==> src/rtl/pipelined_carry_adder_pkg.sv <==
// Shared definitions for pipelined_carry_adder: stage-count helper, segment type,
// and a width-check macro that stops elaboration when WIDTH is not a multiple of SEG_W.
`ifndef PIPE_CARRY_ADDER_PKG_SV
`define PIPE_CARRY_ADDER_PKG_SV

`define PIPE_CARRY_ADDER_WIDTH_CHECK(W, S) \
    if (((W) % (S)) != 0) begin : g_width_check \
        $error("pipelined_carry_adder: WIDTH must be a multiple of SEG_W"); \
    end

package pipe_carry_adder_pkg;

    localparam int unsigned SEG_W_DEFAULT = 32'd4;

    typedef logic [SEG_W_DEFAULT-1:0] seg_t;

    function automatic int unsigned stages(input int unsigned width, input int unsigned seg_w);
        return width / seg_w;
    endfunction

endpackage

`endif

==> src/rtl/pipelined_carry_adder_rca_segment.sv <==
// rca_segment: combinational SEG_W-bit ripple-carry adder used once per pipeline stage.
module rca_segment
    import pipe_carry_adder_pkg::*;
#(
    parameter int unsigned SEG_W = SEG_W_DEFAULT
) (
    input  logic [SEG_W-1:0] a,
    input  logic [SEG_W-1:0] b,
    input  logic             ci,
    output logic [SEG_W-1:0] s,
    output logic             co
);

    logic [SEG_W:0] c;

    assign c[0] = ci;

    for (genvar i = 0; i < SEG_W; i++) begin : g_bit
        assign s[i]   = a[i] ^ b[i] ^ c[i];
        assign c[i+1] = (a[i] & b[i]) | (c[i] & (a[i] ^ b[i]));
    end

    assign co = c[SEG_W];

endmodule

==> src/rtl/pipelined_carry_adder.sv <==
// pipelined_carry_adder: WIDTH-bit add/subtract split into SEG_W-bit ripple stages with
// valid/ready handshakes. Define PIPE_CARRY_ADDER_OVF_EN to add the signed-overflow output ovf.
module pipelined_carry_adder
    import pipe_carry_adder_pkg::*;
#(
    parameter int unsigned WIDTH = 32'd16,
    parameter int unsigned SEG_W = 32'd4
) (
    input  logic             clk,
    input  logic             rst_n,
    input  logic             in_valid,
    output logic             in_ready,
    input  logic [WIDTH-1:0] a,
    input  logic [WIDTH-1:0] b,
    input  logic             cin,
    input  logic             sub,
    output logic             out_valid,
    input  logic             out_ready,
    output logic [WIDTH-1:0] sum,
    output logic             cout
`ifdef PIPE_CARRY_ADDER_OVF_EN
    ,
    output logic             ovf
`endif
);

    localparam int STAGES = int'(stages(WIDTH, SEG_W));
    localparam int LAST   = STAGES - 1;

    `PIPE_CARRY_ADDER_WIDTH_CHECK(WIDTH, SEG_W)

    logic              en;
    logic [STAGES-1:0] v_r;
    logic [STAGES-1:0] c_r;
    logic [WIDTH-1:0]  a_r [STAGES];
    logic [WIDTH-1:0]  b_r [STAGES];
    logic [WIDTH-1:0]  s_r [STAGES];

    logic [STAGES-1:0] v_in;
    logic [STAGES-1:0] c_in;
    logic [STAGES-1:0] c_nxt;
    logic [WIDTH-1:0]  a_in  [STAGES];
    logic [WIDTH-1:0]  b_in  [STAGES];
    logic [WIDTH-1:0]  s_in  [STAGES];
    logic [WIDTH-1:0]  s_nxt [STAGES];

`ifdef PIPE_CARRY_ADDER_OVF_EN
    logic ovf_r;
`endif

    // A full output slot that is not being drained freezes the whole pipe.
    assign en       = !v_r[LAST] | out_ready;
    assign in_ready = en;

    for (genvar k = 0; k < STAGES; k++) begin : g_stage
        logic [SEG_W-1:0] seg_sum;
        logic             seg_co;

        if (k == 0) begin : g_first
            assign a_in[k] = a;
            assign b_in[k] = sub ? ~b : b;
            assign c_in[k] = sub ? ~cin : cin;
            assign s_in[k] = '0;
            assign v_in[k] = in_valid;
        end else begin : g_next
            assign a_in[k] = a_r[k-1];
            assign b_in[k] = b_r[k-1];
            assign c_in[k] = c_r[k-1];
            assign s_in[k] = s_r[k-1];
            assign v_in[k] = v_r[k-1];
        end

        rca_segment #(.SEG_W(SEG_W)) u_seg (
            .a  (a_in[k][k*SEG_W +: SEG_W]),
            .b  (b_in[k][k*SEG_W +: SEG_W]),
            .ci (c_in[k]),
            .s  (seg_sum),
            .co (seg_co)
        );

        // Segments at and above k are still zero, so OR drops the new segment in place.
        assign s_nxt[k] = s_in[k] | (WIDTH'(seg_sum) << (k * SEG_W));
        assign c_nxt[k] = seg_co;
    end

    // Stage registers: valid chain, carries, forwarded operands and skewed partial sums.
    always_ff @(posedge clk or negedge rst_n) begin
        if (!rst_n) begin
            v_r <= '0;
            c_r <= '0;
            for (int k = 0; k < STAGES; k++) begin
                a_r[k] <= '0;
                b_r[k] <= '0;
                s_r[k] <= '0;
            end
`ifdef PIPE_CARRY_ADDER_OVF_EN
            ovf_r <= 1'b0;
`endif
        end else if (en) begin
            v_r <= v_in;
            c_r <= c_nxt;
            for (int k = 0; k < STAGES; k++) begin
                a_r[k] <= a_in[k];
                b_r[k] <= b_in[k];
                s_r[k] <= s_nxt[k];
            end
`ifdef PIPE_CARRY_ADDER_OVF_EN
            ovf_r <= (a_in[LAST][WIDTH-1] == b_in[LAST][WIDTH-1]) &
                     (s_nxt[LAST][WIDTH-1] != a_in[LAST][WIDTH-1]);
`endif
        end
    end

    assign out_valid = v_r[LAST];
    assign sum       = s_r[LAST];
    assign cout      = c_r[LAST];
`ifdef PIPE_CARRY_ADDER_OVF_EN
    assign ovf       = ovf_r;
`endif

endmodule

==> config.mk <==
export PLATFORM = sky130hd
export DESIGN_NAME = pipelined_carry_adder
export DESIGN_NICKNAME = d
export VERILOG_FILES = /design/src/rtl/pipelined_carry_adder_pkg.sv /design/src/rtl/pipelined_carry_adder_rca_segment.sv /design/src/rtl/pipelined_carry_adder.sv
export SDC_FILE = /design/constraint.sdc
export NUM_CORES = 1
export LEC_CHECK = 0
export ABC_AREA = 1
export CAP_MARGIN = 0
export CORE_AREA = 2 2 94 96
export CTS_CLUSTER_SIZE = 16
export DETAILED_ROUTE_END_ITERATION = 10
export DIE_AREA = 0 0 96 98
export DONT_BUFFER_PORTS = 1
export GPL_ROUTABILITY_DRIVEN = 1
export PLACE_DENSITY = 0.74
export SLEW_MARGIN = 20
export SYNTH_ARGS = -nofsm -noshare
export SYNTH_HDL_FRONTEND = slang
export SYNTH_HIERARCHICAL = 1
export SYNTH_SLANG_ARGS = --single-unit
==> constraint.sdc <==
create_clock -name clk -period 5.5 [get_ports clk]
set_clock_uncertainty 0.05 [all_clocks]
set_input_delay 0 -clock clk [delete_from_list [all_inputs] [get_ports clk]]
set_output_delay 0 -clock clk [all_outputs]
set_load 0.02 [all_outputs]
# Word level (Yosys, flattened, before mapping)
# Cells that the tools add are included.
[word_totals] register_bits=156 inputBits=38 elab_cells=101
[op_classes] muxes=2 bitwise=86 reduce_logical=1
[ops] operator="$and A1 B1 Y1" count=32
[ops] operator="$xor A1 B1 Y1" count=32
[ops] operator="$or A1 B1 Y1" count=17
[ops] operator="$mux W16" count=1
[ops] operator="$not A16 Y16" count=1
[ops] operator="$or A16 B12 Y16" count=1
[ops] operator="$or A16 B16 Y16" count=1
[ops] operator="$or A4 B8 Y8" count=1
[ops] operator="$logic_not A1 Y1" count=1
[ops] operator="$mux W1" count=1
[ops] operator="$not A1 Y1" count=1

# Depth between registers and ports, before layout
[depth] word_depth=11 mapped_depth=13

# Hierarchy
# The synthesis kept the hierarchy.
[by_module_without_submodules] module="pipelined_carry_adder" n_inst=1 cells_each=430 area_each_um2=3803.6 seq_area_each_um2=2402.3
[by_module_without_submodules] module="rca_segment" n_inst=4 cells_each=14 area_each_um2=117.6 seq_area_each_um2=0.0

# Worst setup path before layout
# No wires, ideal clock.
[synth_path] kind="input port to flip-flop" start="input sub" end="register s_r (netlist bit s_in[35])" setup_ns=0.083 t_arrival_ns=2.093 required_ns=5.367 setup_slack_ns=3.275 stages=13 path_cell_list="buf_2 buf_2 xor2_1 fa_1 inv_1 fa_1 inv_1 fa_1 inv_1 fa_1 inv_1 nand2_1 o21ai_0"
[synth_lines] item="start: declaration" line_no="pipelined_carry_adder.sv:16" text="input logic sub,"
[synth_lines] item="end signal: indexed assignment" line_no="pipelined_carry_adder.sv:105" text="s_r[k] <= s_nxt[k];"
[synth_lines] item="end: declaration" line_no="pipelined_carry_adder.sv:37" text="logic [WIDTH-1:0] s_r [STAGES];"

# Final worst setup path
[layout_path] start="register a_r (netlist bit a_in[24])" end="register s_r (netlist bit s_in[11])"
[layout_between] elab_chain_len=9 word_cells_on_any_way=10 classes_between="bitwise (10)"
[layout_rtl] item="start: declaration" line_no="pipelined_carry_adder.sv:35" text="logic [WIDTH-1:0] a_r [STAGES];"
[layout_rtl] item="start signal: indexed assignment" line_no="pipelined_carry_adder.sv:103" text="a_r[k] <= a_in[k];"
[layout_rtl] item="$xor A1 B1 Y1" line_no="pipelined_carry_adder_rca_segment.sv:20" text="assign c[i+1] = (a[i] & b[i]) | (c[i] & (a[i] ^ b[i]));"
[layout_rtl] item="$and A1 B1 Y1" line_no="pipelined_carry_adder_rca_segment.sv:20"
[layout_rtl] item="$or A1 B1 Y1 (*)" line_no="pipelined_carry_adder_rca_segment.sv:20"
[layout_rtl] item="$and A1 B1 Y1 (*)" line_no="pipelined_carry_adder_rca_segment.sv:20"
[layout_rtl] item="$or A1 B1 Y1 (*)" line_no="pipelined_carry_adder_rca_segment.sv:20"
[layout_rtl] item="$and A1 B1 Y1 (*)" line_no="pipelined_carry_adder_rca_segment.sv:20"
[layout_rtl] item="$or A1 B1 Y1 (*)" line_no="pipelined_carry_adder_rca_segment.sv:20"
[layout_rtl] item="$xor A1 B1 Y1 (*)" line_no="pipelined_carry_adder_rca_segment.sv:19" text="assign s[i] = a[i] ^ b[i] ^ c[i];"
[layout_rtl] item="named net g_stage[2].seg_sum[3]" line_no="pipelined_carry_adder.sv:56" text="logic [SEG_W-1:0] seg_sum;"
[layout_rtl] item="$or A16 B12 Y16 (*)" line_no="pipelined_carry_adder.sv:82" text="assign s_nxt[k] = s_in[k] | (WIDTH'(seg_sum) << (k * SEG_W));"
# Mark *: on every way through the listed nets, which the timed path passes. The rest lies on a longest branch.
# A chain may end at the register's enable or synchronous reset.

==> results.json <==
{
  "status": "finished, final reports clean",
  "synth.distinct_cells": 14,
  "via_per_inst": 4.675,
  "final_cell_mix": "212 x nand2_1, 96 x dfrtp_1, 76 x inv_1",
  "ys_seq_area_share_pct": 56.21,
  "tns_ns": 0,
  "start_util_pct": 50.49,
  "overflow": 0,
  "vdd_ir_drop_max_v": 0.0001634,
  "synth_area_mm2": 0.004274,
  "ff_latch_area_mm2": 0.002402,
  "cts_max_level": 3,
  "vias": 2908,
  "root_buffer": "clkbuf_8",
  "clock_sinks": 96,
  "synth-simple-area-share_pct": 20.32,
  "finalCoreUtilization_pct": 57.54,
  "fin_crit_ns": 2.304,
  "detail_route.iter0.violations": 148,
  "cts_tree": "built",
  "power_leakage_nw": 2.594,
  "place_area_mm2": 0.004292,
  "synth_xor_area_share_pct": 1.025,
  "antenna_found_initial": 0,
  "area_delta_synth_final_pct": 13.96,
  "synth_mux_area_share_pct": 0,
  "grt_pass1_vias": 2937,
  "rr_startpoint": "a_in[24]",
  "critical_path.slowest_cell": "fa_1",
  "path_max_fanout": 2,
  "cts_hold_buffers": 34,
  "reg2reg_depth": 10,
  "clk_latency_ns": 0.36,
  "worst_slack_ns": 3.196,
  "std_cell_rows": 34,
  "dp.cells": 572,
  "synth_compound_area_share_pct": 5.035,
  "route.layer.met1.wl_mm": 3.622,
  "drcViolationCount": 0,
  "hp-class": "primary input to register",
  "required_ns": 5.71,
  "cap_violations": 0,
  "arrival_ns": 2.52,
  "ys_warn_count": 6,
  "grt_usage_pct": 18.23,
  "grt_max_degree": 99,
  "dieHeight_um": 98,
  "setup_violations": 0,
  "hpwlAfterDp_mm": 4.809,
  "wl_met3_um": 335,
  "dp_slack_ns": 3.216,
  "synth_seq_cells": 96,
  "gp_congestion": 0.8144,
  "stdcell_area_mm2": 0.004871,
  "ant_nets": 0,
  "grt_pass1_wl_mm": 13.31,
  "r2r-end": "s_in[11]",
  "synth_top_family_by_area": "simple AND/OR/NAND/NOR gates",
  "worstSetupPathType": "register to register",
  "cts_resized": 0,
  "hold_viol_final": 0,
  "syn_nets": 540,
  "route.met2.wl_mm": 3.636,
  "worstMarginPinSlew_ns": 0.9530,
  "slew_violations": 0,
  "final_nets": 563,
  "synth_cells": 486,
  "whs_path_depth": 5,
  "synth_area_per_cell_um2": 8.794,
  "path_cells": "fa_1 -> inv_1 -> fa_1 -> inv_1 -> fa_1 -> inv_1 -> fa_1 -> inv_1 -> nand2_1 -> o21ai_0",
  "num-fill-cells": 746,
  "layout_commonest_cell": "nand2_1",
  "wire_per_inst_um": 12.52,
  "drt-pass1-iter-count": 4,
  "die_x_um": 96,
  "fmax_mhz": 434.0,
  "multi_input_area_mm2": 0.001458,
  "hp-start": "a[3]",
  "n_antenna_cell": 0,
  "grt_setup_unrepaired": "false",
  "cts_setup_buffers": 0,
  "clockBufferDepth": 2,
  "p_total_mw": 2.543,
  "ios": 57,
  "worstHoldEndpoint": "s_in[35]",
  "dieArea_mm2": 0.009408,
  "cp-start-kind": "register",
  "max_slew_margin_pct": 36.47,
  "io_buffer_count": 0,
  "whs_ns": 0.01035,
  "synthAdderAreaFrac_pct": 7.494,
  "wl_mm": 7.790,
  "fin_crit_sh_pct": 41.89,
  "p_per_area_mw_per_mm2": 522.0,
  "drive_gt1_share_pct": 3.891,
  "final-instance-count-excl-fill": 622,
  "worstSetupEndpointType": "register",
  "critPathMaxStageDelay_ns": 0.42,
  "top_layer_used": "met4",
  "clk_pin_slew_ns": 0.09,
  "coreArea_mm2": 0.008466,
  "cts_buffers": 9,
  "rrSetupSlack_ns": 3.20
}
[Yosys cell counts, drive strengths merged]
master  instances  area (um^2)
nand2         213        802.0
dfrtp          96         2402
inv            77        289.0
nand3          12        60.06
nor2            1        6.260
clkbuf          4        15.01
buf            19        120.1
xor2            5        43.79
fa             16        320.3
o21ai          43        215.2
[critical path: cells and delay by family, from the launching register on]
family / cells / cell delay [ns]
simple gates: 1 / 0.04
buf+inv: 4 / 0.26
fa+ha+maj: 4 / 1.33
compound gates: 1 / 0.11
flops: 1 / 0.41
[flip-flops by register name, indices dropped and copies added, names as in the netlist]
name,flops
b_in,24
a_in,24
sum,16
s_in,24
c_r,4
v_r,4
[metal layers]
| layer | up-vias | track usage (%) |
|---|---|---|
| met3 | 16 | 3.781 |
| met1 | 1360 | 25.76 |
| met2 | 61 | 27.62 |
| met4 | 0 | 7.253 |
| met5 | - | 0 |
| li1 | 1471 | - |
[where the power goes]
part           internal, mW  switching [mW]
Sequential             1.02           0.251
Combinational         0.298           0.474
Clock                 0.268           0.235
Total                  1.58           0.959
[worst max-delay path by stage]
stage                  start        to  slack (ns)
finish              a_in[24]  s_in[11]        3.20
global route        a_in[24]  s_in[11]        3.07
CTS                 a_in[24]  s_in[11]        3.19
detailed placement  a_in[24]  s_in[11]        3.22
global placement    a_in[24]  s_in[11]        3.28
floorplan                sub  s_in[35]        3.27
[area by class of cell]
class,instances,share of cell area [%]
Sequential cell,96,49.32
Clock inverter,5,1.644
Tap cell,108,2.774
Inverter,77,5.934
Multi-Input combinational cell,290,29.93
Timing Repair Buffer,35,7.501
Clock buffer,11,2.903
[kinds of logic (layout without fill, tap and decap cells)]
| logic type | after synthesis | after routing |
|---|---|---|
| AND/OR/NAND/NOR | 226 | 226 |
| buffers and inverters | 100 | 128 |
| flip-flops | 96 | 96 |
| AO/OA/AOI/OAI | 43 | 43 |
| adder cells (fa/ha/maj) | 16 | 16 |
| XOR/XNOR | 5 | 5 |
Power figures use the tool's default switching activity.
